<file path="src/rtl/servo_capture.sv">
// Two-channel servo pulse-width decoder, widths in prescaled ticks. SERVO_CAPTURE_FILTER_EN adds a 3-sample majority glitch filter (+2 clk latency).
// Latency: out_data 3 clk and out_valid 4 clk after the falling edge. There is no backpressure: an unread width is overwritten by the next pulse.
module servo_capture #(
    parameter int unsigned TICK_DIV      = 100,
    parameter int unsigned TIMEOUT_TICKS = 25000,
    parameter int unsigned WIDTH_MAX     = 4095
) (
    input  logic        clk,
    input  logic        rst,
    input  logic [1:0]  servo_in,
    output logic [23:0] out_data,
    output logic        out_valid,
    input  logic        out_rd,
    output logic [1:0]  lost
);
    localparam int PW = (TICK_DIV > 1) ? $clog2(TICK_DIV) : 1;
    localparam int TW = $clog2(TIMEOUT_TICKS + 1);
`ifdef SERVO_CAPTURE_FILTER_EN
    localparam int PRIME = 5;
`else
    localparam int PRIME = 2;
`endif

    typedef enum logic [1:0] {ARM, WAIT_RISE, HIGH} state_t;

    logic [1:0]       sync1_q, sync2_q, prev_q, level, rise, fall;
    logic [PRIME-1:0] primed_q;
    logic [PW-1:0]    presc_q, presc_d;
    logic             tick, rd_take, valid_q;
    state_t           state_q [2];
    state_t           state_d [2];
    logic [11:0]      wcnt_q [2];
    logic [11:0]      wcnt_d [2];
    logic [11:0]      width_q [2];
    logic [11:0]      width_d [2];
    logic [TW-1:0]    to_q [2];
    logic [TW-1:0]    to_d [2];
    logic [TW:0]      to_inc [2];
    logic [1:0]       new_q, new_d, lost_q, lost_d;

`ifdef SERVO_CAPTURE_FILTER_EN
    logic [1:0] hist1_q, hist2_q, filt_q;
    always_ff @(posedge clk or posedge rst) begin
        if (rst) begin
            hist1_q <= '0;
            hist2_q <= '0;
            filt_q  <= '0;
        end else begin
            hist1_q <= sync2_q;
            hist2_q <= hist1_q;
            filt_q  <= (sync2_q & hist1_q) | (sync2_q & hist2_q) | (hist1_q & hist2_q);
        end
    end
    assign level = filt_q;
`else
    assign level = sync2_q;
`endif

    assign rise    = level & ~prev_q;
    assign fall    = ~level & prev_q;
    assign tick    = (presc_q == PW'(TICK_DIV - 1));
    assign presc_d = tick ? '0 : presc_q + 1'b1;
    assign rd_take = out_rd & valid_q;

    // ARM only trusts the level once real samples have replaced the reset zeros in the input pipeline.
    always_comb begin
        for (int ch = 0; ch < 2; ch++) begin
            state_d[ch] = state_q[ch];
            wcnt_d[ch]  = wcnt_q[ch];
            width_d[ch] = width_q[ch];
            to_inc[ch]  = {1'b0, to_q[ch]} + (TW+1)'(tick);
            to_d[ch]    = to_inc[ch][TW-1:0];
            lost_d[ch]  = lost_q[ch];
            new_d[ch]   = new_q[ch] & ~rd_take;
            case (state_q[ch])
                ARM: begin
                    to_d[ch] = '0;
                    if (primed_q[PRIME-1] && !level[ch]) state_d[ch] = WAIT_RISE;
                end
                WAIT_RISE: begin
                    if (rise[ch]) begin
                        wcnt_d[ch]  = '0;
                        to_d[ch]    = '0;
                        state_d[ch] = HIGH;
                    end else if (to_inc[ch] >= (TW+1)'(TIMEOUT_TICKS)) begin
                        lost_d[ch]  = 1'b1;
                        width_d[ch] = '0;
                        state_d[ch] = ARM;
                    end
                end
                HIGH: begin
                    if (tick && wcnt_q[ch] < 12'(WIDTH_MAX)) wcnt_d[ch] = wcnt_q[ch] + 12'd1;
                    if (fall[ch]) begin
                        width_d[ch] = wcnt_q[ch];
                        new_d[ch]   = 1'b1;
                        lost_d[ch]  = 1'b0;
                        state_d[ch] = WAIT_RISE;
                    end else if (to_inc[ch] >= (TW+1)'(TIMEOUT_TICKS)) begin
                        lost_d[ch]  = 1'b1;
                        width_d[ch] = '0;
                        state_d[ch] = ARM;
                    end
                end
                default: state_d[ch] = ARM;
            endcase
        end
    end

    always_ff @(posedge clk or posedge rst) begin
        if (rst) begin
            sync1_q  <= '0;
            sync2_q  <= '0;
            prev_q   <= '0;
            primed_q <= '0;
            presc_q  <= '0;
            new_q    <= '0;
            lost_q   <= '0;
            valid_q  <= 1'b0;
            for (int ch = 0; ch < 2; ch++) begin
                state_q[ch] <= ARM;
                wcnt_q[ch]  <= '0;
                width_q[ch] <= '0;
                to_q[ch]    <= '0;
            end
        end else begin
            sync1_q  <= servo_in;
            sync2_q  <= sync1_q;
            prev_q   <= level;
            primed_q <= {primed_q[PRIME-2:0], 1'b1};
            presc_q  <= presc_d;
            new_q    <= new_d;
            lost_q   <= lost_d;
            valid_q  <= |new_q;
            for (int ch = 0; ch < 2; ch++) begin
                state_q[ch] <= state_d[ch];
                wcnt_q[ch]  <= wcnt_d[ch];
                width_q[ch] <= width_d[ch];
                to_q[ch]    <= to_d[ch];
            end
        end
    end

    assign out_data  = {width_q[1], width_q[0]};
    assign out_valid = valid_q;
    assign lost      = lost_q;
endmodule

</file>
<file path="config.mk">
export PLATFORM = sky130hd
export DESIGN_NAME = servo_capture
export DESIGN_NICKNAME = d
export VERILOG_FILES = /design/src/rtl/servo_capture.sv
export SDC_FILE = /design/constraint.sdc
export NUM_CORES = 1
export LEC_CHECK = 0
export CAP_MARGIN = 20
export CORE_MARGIN = 2
export CORE_UTILIZATION = 60
export CTS_BUF_LIST = sky130_fd_sc_hd__clkbuf_16
export DETAILED_ROUTE_END_ITERATION = 8
export PLACE_DENSITY = 0.8
export RECOVER_POWER = 50
export SETUP_SLACK_MARGIN = 0.2
export SYNTH_ARGS = -nofsm -noshare
export SYNTH_HDL_FRONTEND = slang
export SYNTH_SLANG_ARGS = --single-unit
</file>
<file path="constraint.sdc">
create_clock -name clk -period 4.5 [get_ports clk]
set_input_delay 1.125 -clock clk [delete_from_list [all_inputs] [get_ports clk]]
set_output_delay 1.125 -clock clk [all_outputs]
set_load 0.02 [all_outputs]
</file>
==> impl.org, run 1 <==
** Clock network
- Hold repair after CTS inserted 0 buffers.
- TritonCTS clock tree :: yes
- After clock tree synthesis, the clock-pin slew on the worst setup and hold paths is 0.07 ns.
- The H-tree generated during clock tree synthesis spans 3 levels.
- Maximum root-to-sink buffer count :: 2
- For the worst-skew pair, the clock arrives at the later sink with an insertion delay of 0.34 ns.
- Number of CTS-inserted buffers :: 9
- Number of gates resized after CTS :: 0
- Clock tree synthesis selected as its root buffer the cell clkbuf_16.
- Buffers added to address setup during post-CTS repair amount to 0.
- CTS saw 102 sinks.

** Drt
- In this run the remaining antenna-violating nets after routing total 0.
- The routed layout has 4,120 vias.
- Routed len/inst :: 15.83 um
- After detailed routing, the number of remaining DRC violations is 0.
- Final WL :: 10.89 mm
- DRC violation total after the first TritonRoute iteration :: 185
- Number of detailed-route iterations in the first pass :: 5
- Using the TritonRoute via totals, the vias-per-cell ratio works out to 5.988.

** Setup path
- Type of destination of the critical path :: flip-flop
- For flop-to-flop paths, the worst setup slack is 0.84 ns.
- CP Data Required Time :: 4.69 ns
- Counting cells, the worst reg-to-reg path comes to 12.
- Worst Setup Start Kind :: flip-flop
- On the worst path, the slowest cell contributes a delay of 0.55 ns.
- Startpoint of the most critical setup path :: presc_q[0]
- Among all stages on the critical path, the largest delay is contributed by or4b_1.
- Along the worst path, the maximum fanout reaches 15.
- Worst path buffer plus inverter count :: 1
- Most common cell on crit path :: ha_1
- CP Class :: flip-flop to flip-flop
- The startpoint identified for the worst register-to-register timing path is presc_q[0].
- The signal on the critical path passes through ha_1 -> nand4bb_1 -> nor3_1 -> clkbuf_1 -> ha_1 -> ha_1 -> nand2_1 -> or4b_1 -> a211oi_2 -> a31oi_2 -> a22oi_1 -> o311ai_0.
- Family of cells with the greatest summed delay on the critical path :: simple AND/OR/NAND/NOR gates
- Data arrives at the worst endpoint at 3.85 ns.
- Critical R2R Capture :: out_data[8]

** Placed design
- Input/output buffers :: 31
- DPL Wire Length :: 7.424 mm
- Placer Congestion :: 0.8296
- Setup slack after placement :: 0.7355 ns

** Min path
- The worst hold path terminates at primed_q[1].
- Class of the most critical hold timing path :: flip-flop to flip-flop
- Worst hold stages :: 0
- The worst hold path begins at primed_q[0].

** Synth
- Synth Area in Compound Gates :: 13.89%
- In this run, distinct cell masters in the synthesized netlist total 59.
- Synthesized netlist cell count :: 556
- The most used flip-flop cell after synthesis is dfrtp_1.
- Proportion of register bits with asynchronous set or reset after synthesis :: 100.0%
- Synthesis produced a netlist with a net count of 569.
- Post-synthesis share of cell area spent on full adders, half adders and majority gates :: 1.874%
- A synthesized cell averages 9.609 sq um.
- After Yosys synthesis, and, or, nand and nor cells account for 22.48% of the synthesized area.
- Largest family of logic cells by synthesized area :: simple AND/OR/NAND/NOR gates
- In this run, synthesis produced a sequential element count of 102.
- Counting flops with a built-in enable in the synthesized netlist gives 0.
- Mux share of post-synthesis cell area :: 1.827%
- Of the total synthesized cell area, the portion taken by XOR and XNOR cells is 7.705%.
- Of the synthesized area, sequential elements account for 47.78%.
- Warnings, synthesis :: 0
- Synth Cell Area :: 5343 sq um

** STA
- Worst relative slew slack :: -40.52%
- For the pin with the worst max-slew slack, the measured transition is 2.096 ns.
- The count of final hold-check violations came to 0.
- Time the worst path needs with I/O delays and setup :: 3.659 ns
- Final worst slack :: 0.8412 ns
- Based on the critical path, the design can be clocked at up to 273.3 MHz.
- Final Max Tran Viols :: 49
- Portion of the clock cycle consumed by the worst path in the final layout :: 81.31%
- Between clock sinks in the finished design, the worst skew comes to 0.009447 ns.
- Endpoints failing setup :: 0
- Final hold analysis gives a worst-case slack of 0.3563 ns.
- Setup repair after global routing left no endpoint under its margin.
- Aggregate negative setup slack :: 0 ns

** Cells and area
- Most common library cell in the layout ignoring fill and taps :: dfrtp_1
- The filler cells instantiated in the layout total 668.
- Cells with a size suffix above 1 make up 6.552% of the layout.
- N_diodes :: 0
- Compared with the post-synthesis result, the final layout area differs by 11.48%.
- In the layout the commonest cells are dfrtp_1, nor2_1, nand2_1.
- Once layout is complete, the utilization of the core stands at 68.63%.
- At the end of the flow, the number of nets in the layout was 589.

** Power
- P per Cell Area :: 352.4 nW/um^2
- Post-layout total power :: 2.099 mW
- The analysis attributes to cell leakage a power of 2.569 nW.
- The worst-case IR drop observed on VDD is 0.2478 mV.

** Global routing
- Global routing consumed, on the met3 layer, 5.583% of the routing resources.
- Number of global-route vias before repair :: 4,064
- Met2 global-route usage :: 38.93%
- Pin count of the biggest net entering global routing :: 49
- GR Util met1 :: 32.10%
- Total global routing track utilization :: 23.86%
- Summed over all layers, the global routing overflow is 0.
- Global-route wire length before repair :: 18.95 mm
- The number of antenna violations at the first check in global routing was 0.
- The global routing stage identified its most utilized layer as met2.

** Floorplanning
- The total area inside the core boundary comes to 8678 sq um.
- X dimension of the die :: 98.36 um
- The initial utilization of the core area, before any placement, comes to 61.56%.
- 32 I/O pins were placed.
- Row generation in the floorplan step produced 34 rows.
- Height of the die :: 98.36 um
- The floorplan step defined a die boundary enclosing 9675 sq um.

** Run
- The tool flagged a number of max-cap violations equal to 1.

** Run status
- Outcome :: complete, but fails checks
- The checks that failed: max-capacitance violations, max-slew violations.
[power breakdown]
part	total, mW	internal (mW)	switching, mW
registers	1.02	0.960	0.0595
logic	0.345	0.118	0.227
clock network	0.735	0.383	0.352
[cell type report]
class | instances | area [sq um] | area share, %
multi-input cells | 403 | 2551 | 42.84
clock buffers | 9 | 225.2 | 3.782
clock inverters | 6 | 53.80 | 0.9034
flip-flops and latches | 102 | 2552 | 42.86
inverters | 22 | 83.83 | 1.408
repair buffers | 38 | 354.1 | 5.945
well taps | 108 | 135.1 | 2.269
[synth_stat cells, types with 8 or more instances]
| cell | number | area share [%] |
|---|---|---|
| dfrtp_1 | 102 | 48 |
| nor2_1 | 62 | 4.4 |
| nand2_1 | 49 | 3.4 |
| xor2_1 | 33 | 5.4 |
| nand3_1 | 31 | 2.9 |
| a22oi_1 | 24 | 3.4 |
| o21ai_0 | 23 | 2.2 |
| inv_1 | 22 | 1.5 |
| nand4_1 | 18 | 2.1 |
| and2_1 | 17 | 2.0 |
| clkbuf_1 | 15 | 1.1 |
| xnor2_1 | 14 | 2.3 |
| a21oi_1 | 11 | 1.0 |
| and3_1 | 11 | 1.3 |
| buf_2 | 9 | 0.84 |
| ha_1 | 8 | 1.9 |
[metal layers]
metal / routed length [um] / share of wire (%) / vias to the layer above
met1: 5046 / 46 / 2016
met5: 0 / 0 / -
met2: 5351 / 49 / 71
li1: - / - / 2019
met4: 185 / 1.7 / 0
met3: 309 / 2.8 / 14
[flip-flops by register name (all words and copies together) (netlist names)]
signal and cells:
level 2, prev_q 2, presc_q 7, primed_q 2, to_q 30, lost 2, out_valid 1, sync1_q 2
wcnt_q 24, new_q 2, out_data 24, state_q 4
[per-stage QoR]
stage	cell area [sq um]	instances
3_5_place_dp	5677	671
3_3_place_gp	5677	671
6_report	5956	688
2_1_floorplan	5343	556
5_1_grt	5956	688
4_1_cts	5956	686
[cell families after synthesis]
kind of cell | count (synthesis)
and+or+nand+nor | 235
AOI/OAI and AO/OA | 103
DFF | 102
buffers and inverters | 51
xor gates and xnor gates | 47
muxes | 9
adders and majority gates | 8
other | 1
[worst max-delay path by stage]
stage / cells past startpoint / endpoint
finish: 12 / out_data[8]
global route: 12 / out_data[8]
CTS: 12 / out_data[21]
detailed placement: 12 / out_data[21]
global placement: 12 / out_data[12]
floorplan: 1 / level[0]
[worst register-to-register path, cell delays in order, from the launching register on]
cell and delay (ns):
dfrtp_1 0.39, ha_1 0.26, nand4bb_1 0.20, nor3_1 0.17
clkbuf_1 0.31, ha_1 0.27, ha_1 0.27, nand2_1 0.24
or4b_1 0.55, a211oi_2 0.23, a31oi_2 0.19, a22oi_1 0.27
o311ai_0 0.15
No activity file was read; power rests on OpenSTA's default activity.
==> run 2: changes to the inputs <==
--- a/config.mk
+++ b/config.mk
@@ -7,10 +7,10 @@
 export LEC_CHECK = 0
 export CAP_MARGIN = 20
 export CORE_MARGIN = 2
-export CORE_UTILIZATION = 60
+export CORE_UTILIZATION = 54
 export CTS_BUF_LIST = sky130_fd_sc_hd__clkbuf_16
 export DETAILED_ROUTE_END_ITERATION = 8
-export PLACE_DENSITY = 0.8
+export PLACE_DENSITY = 0.76
 export RECOVER_POWER = 50
 export SETUP_SLACK_MARGIN = 0.2
 export SYNTH_ARGS = -nofsm -noshare
==> constraint.sdc (replaced) <==
create_clock -name clk -period 2.9 [get_ports clk]
set_input_delay 0.725 -clock clk [delete_from_list [all_inputs] [get_ports clk]]
set_output_delay 0.725 -clock clk [all_outputs]
set_load 0.02 [all_outputs]
==> run 2 against run 1 <==
Effect of this change:
- the run now ends clean
- clock-buffer cell count stayed put
- via count grew 6.7%
- combinational power up 69%
- final cell count rose by 7.8%
- clock skew down 0.0018 ns
- largest cell class is now multi-input combinational cells
- hold slack improved by 0.0035 ns
- non-clock buffer count rose by 26
- clock power up 67%
- setup slack got worse by 0.79 ns
- final area grew 12%
- sequential cell count unchanged
- wire length grew 16%
- critical endpoint is now out_data[3]
==> impl.org, run 2 (synthesis results as in run 1) <==
** Floorplanning
- Core box area :: 9684 sq um (+12%)
- Die ar. :: 10,710 sq um (+11%)
- The die height came to 103.5 um (+5.2%).
- IO Count :: 32 (unchanged)
- Row count :: 36 (+5.9%)
- The initial cell density of the core was 55.17% (-6.4 points).
- X dimension of the die :: 103.5 um (+5.2%)

** Clock network
- Hold Buf Count CTS :: 0 (unchanged)
- Buffer cell driving the clock tree root :: clkbuf_16
- The deepest clock path buffer count was 2 (unchanged).
- Number of H-tree branching levels :: 3 (unchanged)
- Number of CTS-inserted buffers :: 9 (unchanged)
- Clock insertion delay at the later pin of the skew report :: 0.36 ns (+0.02 ns)
- Number of sinks driven by the clock tree :: 102 (unchanged)
- TritonCTS clock tree :: yes
- Clk slew on worst S/H paths :: 0.07 ns (about the same)

** Global routing
- The pin count of the biggest net entering global routing is 103 (+110%).
- The number of antenna violations at the first check in global routing was 0 (unchanged).
- The global-route wire length before repair was 20.31 mm (+7.2%).
- Remaining global-route overflow :: 0 (unchanged)
- Number of global-route vias before repair :: 4,138 (+1.8%)
- The global-route usage over all layers is 24.39% (+0.53 points).

** Setup path
- Type of destination of the critical path :: flip-flop
- The endpoint arrival time on the critical path came to 3.06 ns (-0.79 ns).
- The worst setup path is launched from a flip-flop.
- The required time at the endpoint of the critical path is 3.11 ns (-1.58 ns).
- The worst reg-to-reg path cell count came to 12 (unchanged).
- Critical path peak fanout :: 7 (-8)
- The worst setup path is of the flip-flop to flip-flop kind.

** STA
- The final cycle utilization of the critical path came to 98.16% (+17 points).
- The final-report setup violation count came to 0 (unchanged).
- The worst clock skew on the final layout came to 0.007614 ns (-0.001833 ns).
- The setup TNS is 0 ns (unchanged).
- The post-route minimum period came to 2.847 ns (-0.8121 ns).
- Pin slew with the least headroom to its limit :: 1.379 ns (-0.7170 ns)
- Setup repair after global routing missed its margin :: true
- Final Max Tran Viols :: 0 (-100%)
- Max frequency :: 351.3 MHz (+29%)
- Worst relative slew slack :: 8.051% (+49 points)
- The count of final hold-check violations was 0 (unchanged).

** Drt
- Total number of vias :: 4,394 (+6.7%)
- Number of antenna-violating nets in the routed design :: 0 (unchanged)
- The number of optimization iterations in the first detailed-route pass came to 6 (+1).
- Mean number of vias per cell :: 5.922 (-1.1%)
- DRC viols :: 0 (unchanged)
- The wire length reported by the detailed router was 12.62 mm (+16%).
- Routed len/inst :: 17.00 um (+7.4%)
- The number of design-rule violations left by the first detailed-router iteration is 184 (-0.54%).

** Cells and area
- Post-route non-filler standard cell count :: 742 (+7.8%)
- Final Cell Area :: 6648 sq um (+12%)
- Fraction of layout instances using a drive strength above 1 :: 19.70% (+13 points)
- Area growth syn-to-layout :: 24.43%
- Largest Register :: to_q
- The flip-flop count of the largest register after layout was 30 (unchanged).
- Most common library cell in the layout ignoring fill and taps :: dfrtp_1
- N_diodes :: 0 (unchanged)
- The number of filler cells placed in the layout came to 709 (+6.1%).
- In the layout the commonest cells are dfrtp_1, nor2_1, nand2_1.
- The number of nets in the finished design was 617 (+4.8%).

** Power
- Lkg Pwr :: 2.787 nW (+8.5%)
- Combinational cell fraction of total power :: 17.1% (+0.7 points)
- VDD IR max :: 0.4039 mV (+63%)
- P per Cell Area :: 511.1 nW/um^2 (+45%)
- Reg power frac :: 46.7% (-1.9 points)
- Switching pwr :: 1.026 mW (+61%)
- Cell Int Power :: 2.371 mW (+62%)
- The clock network fraction of design power came to 36.2% (+1.2 points).
- Post-layout total power :: 3.398 mW (+62%)
- Share of total power consumed by net switching :: 30.21% (-0.21 points)

** Min path
- Class of the most critical hold timing path :: flip-flop to flip-flop
- The worst hold path stage count is 0 (unchanged).

** Placed design
- The number of input and output port buffers inserted came to 31 (unchanged).
- Placer Congestion :: 0.8786 (+5.9%)
- Number of cells after detailed placement :: 709 (+5.7%)
- DPL Wire Length :: 7.463 mm (+0.53%)
- The total placed instance area is 5902 sq um (+4.0%).

** Run
- The total of max-cap violations was 0 (-1).

** Run status
- The flow ran to the end, and the final reports show no timing, DRC or antenna violations.
run 2: changes by cell type in the layout (fill, tap and decap cells not counted), sizes merged:
cell	before	now
buf	3	30
a31oi	5	6
clkinvlp	1	2
clkbuf	13	12
inv	24	23
o21ai	24	25
bufinv	0	1
run 2: path summary, 6_finish.rpt:
| path | start | endpoint | slack [ns] |
|---|---|---|---|
| setup / recovery | presc_q[0] | out_data[3] | 0.05 |
| max in group asynchronous | rst | out_data[9] | 0.68 |
| hold / removal | primed_q[0] | primed_q[1] | 0.36 |
| min in group asynchronous | rst | out_data[14] | 1.34 |
| hold reg to reg | primed_q[0] | primed_q[1] | 0.36 |
| setup reg to reg | presc_q[0] | out_data[3] | 0.05 |
run 2: power groups by stage:
stage          registers (mW)  clock network (mW)  logic [mW]
6_report                 1.59                1.23       0.582
5_1_grt                  1.60                1.31       0.641
4_1_cts                  1.58                1.25       0.565
3_5_place_dp             1.61                   0       0.556
3_3_place_gp             1.60                   0       0.539
2_1_floorplan            1.56                   0       0.431
run 2: repair_timing:
| action | 4_1_cts | 5_1_grt |
|---|---|---|
| hold endpoints to repair | 0 | 0 |
| gates resized for setup | 30 | 50 |
| pin swaps | 18 | 15 |
| endpoints found under the setup margin | 30 | 29 |
| cloned | 3 | 0 |
| setup buffers | 9 | 5 |
run 2: metrics by stage:
step,util [%],hold WS (ns),setup WS (ns)
finish,68.64,0.3598,0.05333
global route,68.64,0.3692,-0.03949
CTS,66.60,0.3645,0.04689
detailed placement,60.94,0.3380,-0.09741
global placement,60.94,0.3371,0.07534
floorplan,-,0.3312,0.1074
run 2: critical path, stage by stage (launching register included):
cell	delay [ns]
dfrtp_1	0.42
ha_4	0.17
nand4bb_4	0.12
nor3_4	0.19
ha_4	0.18
ha_4	0.14
nand2_4	0.05
or4b_4	0.54
a211oi_4	0.30
buf_6	0.16
a31oi_4	0.06
a22oi_2	0.22
o311ai_2	0.14
run 2: metal layers:
layer | up-vias | share of wire (%) | track usage, %
met5 | - | 0 | 0
met4 | 0 | 1.5 | 8.401
met3 | 17 | 4.0 | 5.444
met2 | 101 | 50 | 38.41
met1 | 2205 | 44 | 33.48
li1 | 2071 | - | -
run 2: final cells by class:
| cell class | instances | area [sq um] | share of cell area, % |
|---|---|---|---|
| inverters | 22 | 86.33 | 1.299 |
| clock inverters | 7 | 72.57 | 1.092 |
| repair buffers | 64 | 576.8 | 8.677 |
| clock buffers | 9 | 225.2 | 3.388 |
| multi-input cells | 405 | 2968 | 44.65 |
| flip-flops and latches | 102 | 2552 | 38.40 |
| well taps | 133 | 166.4 | 2.503 |
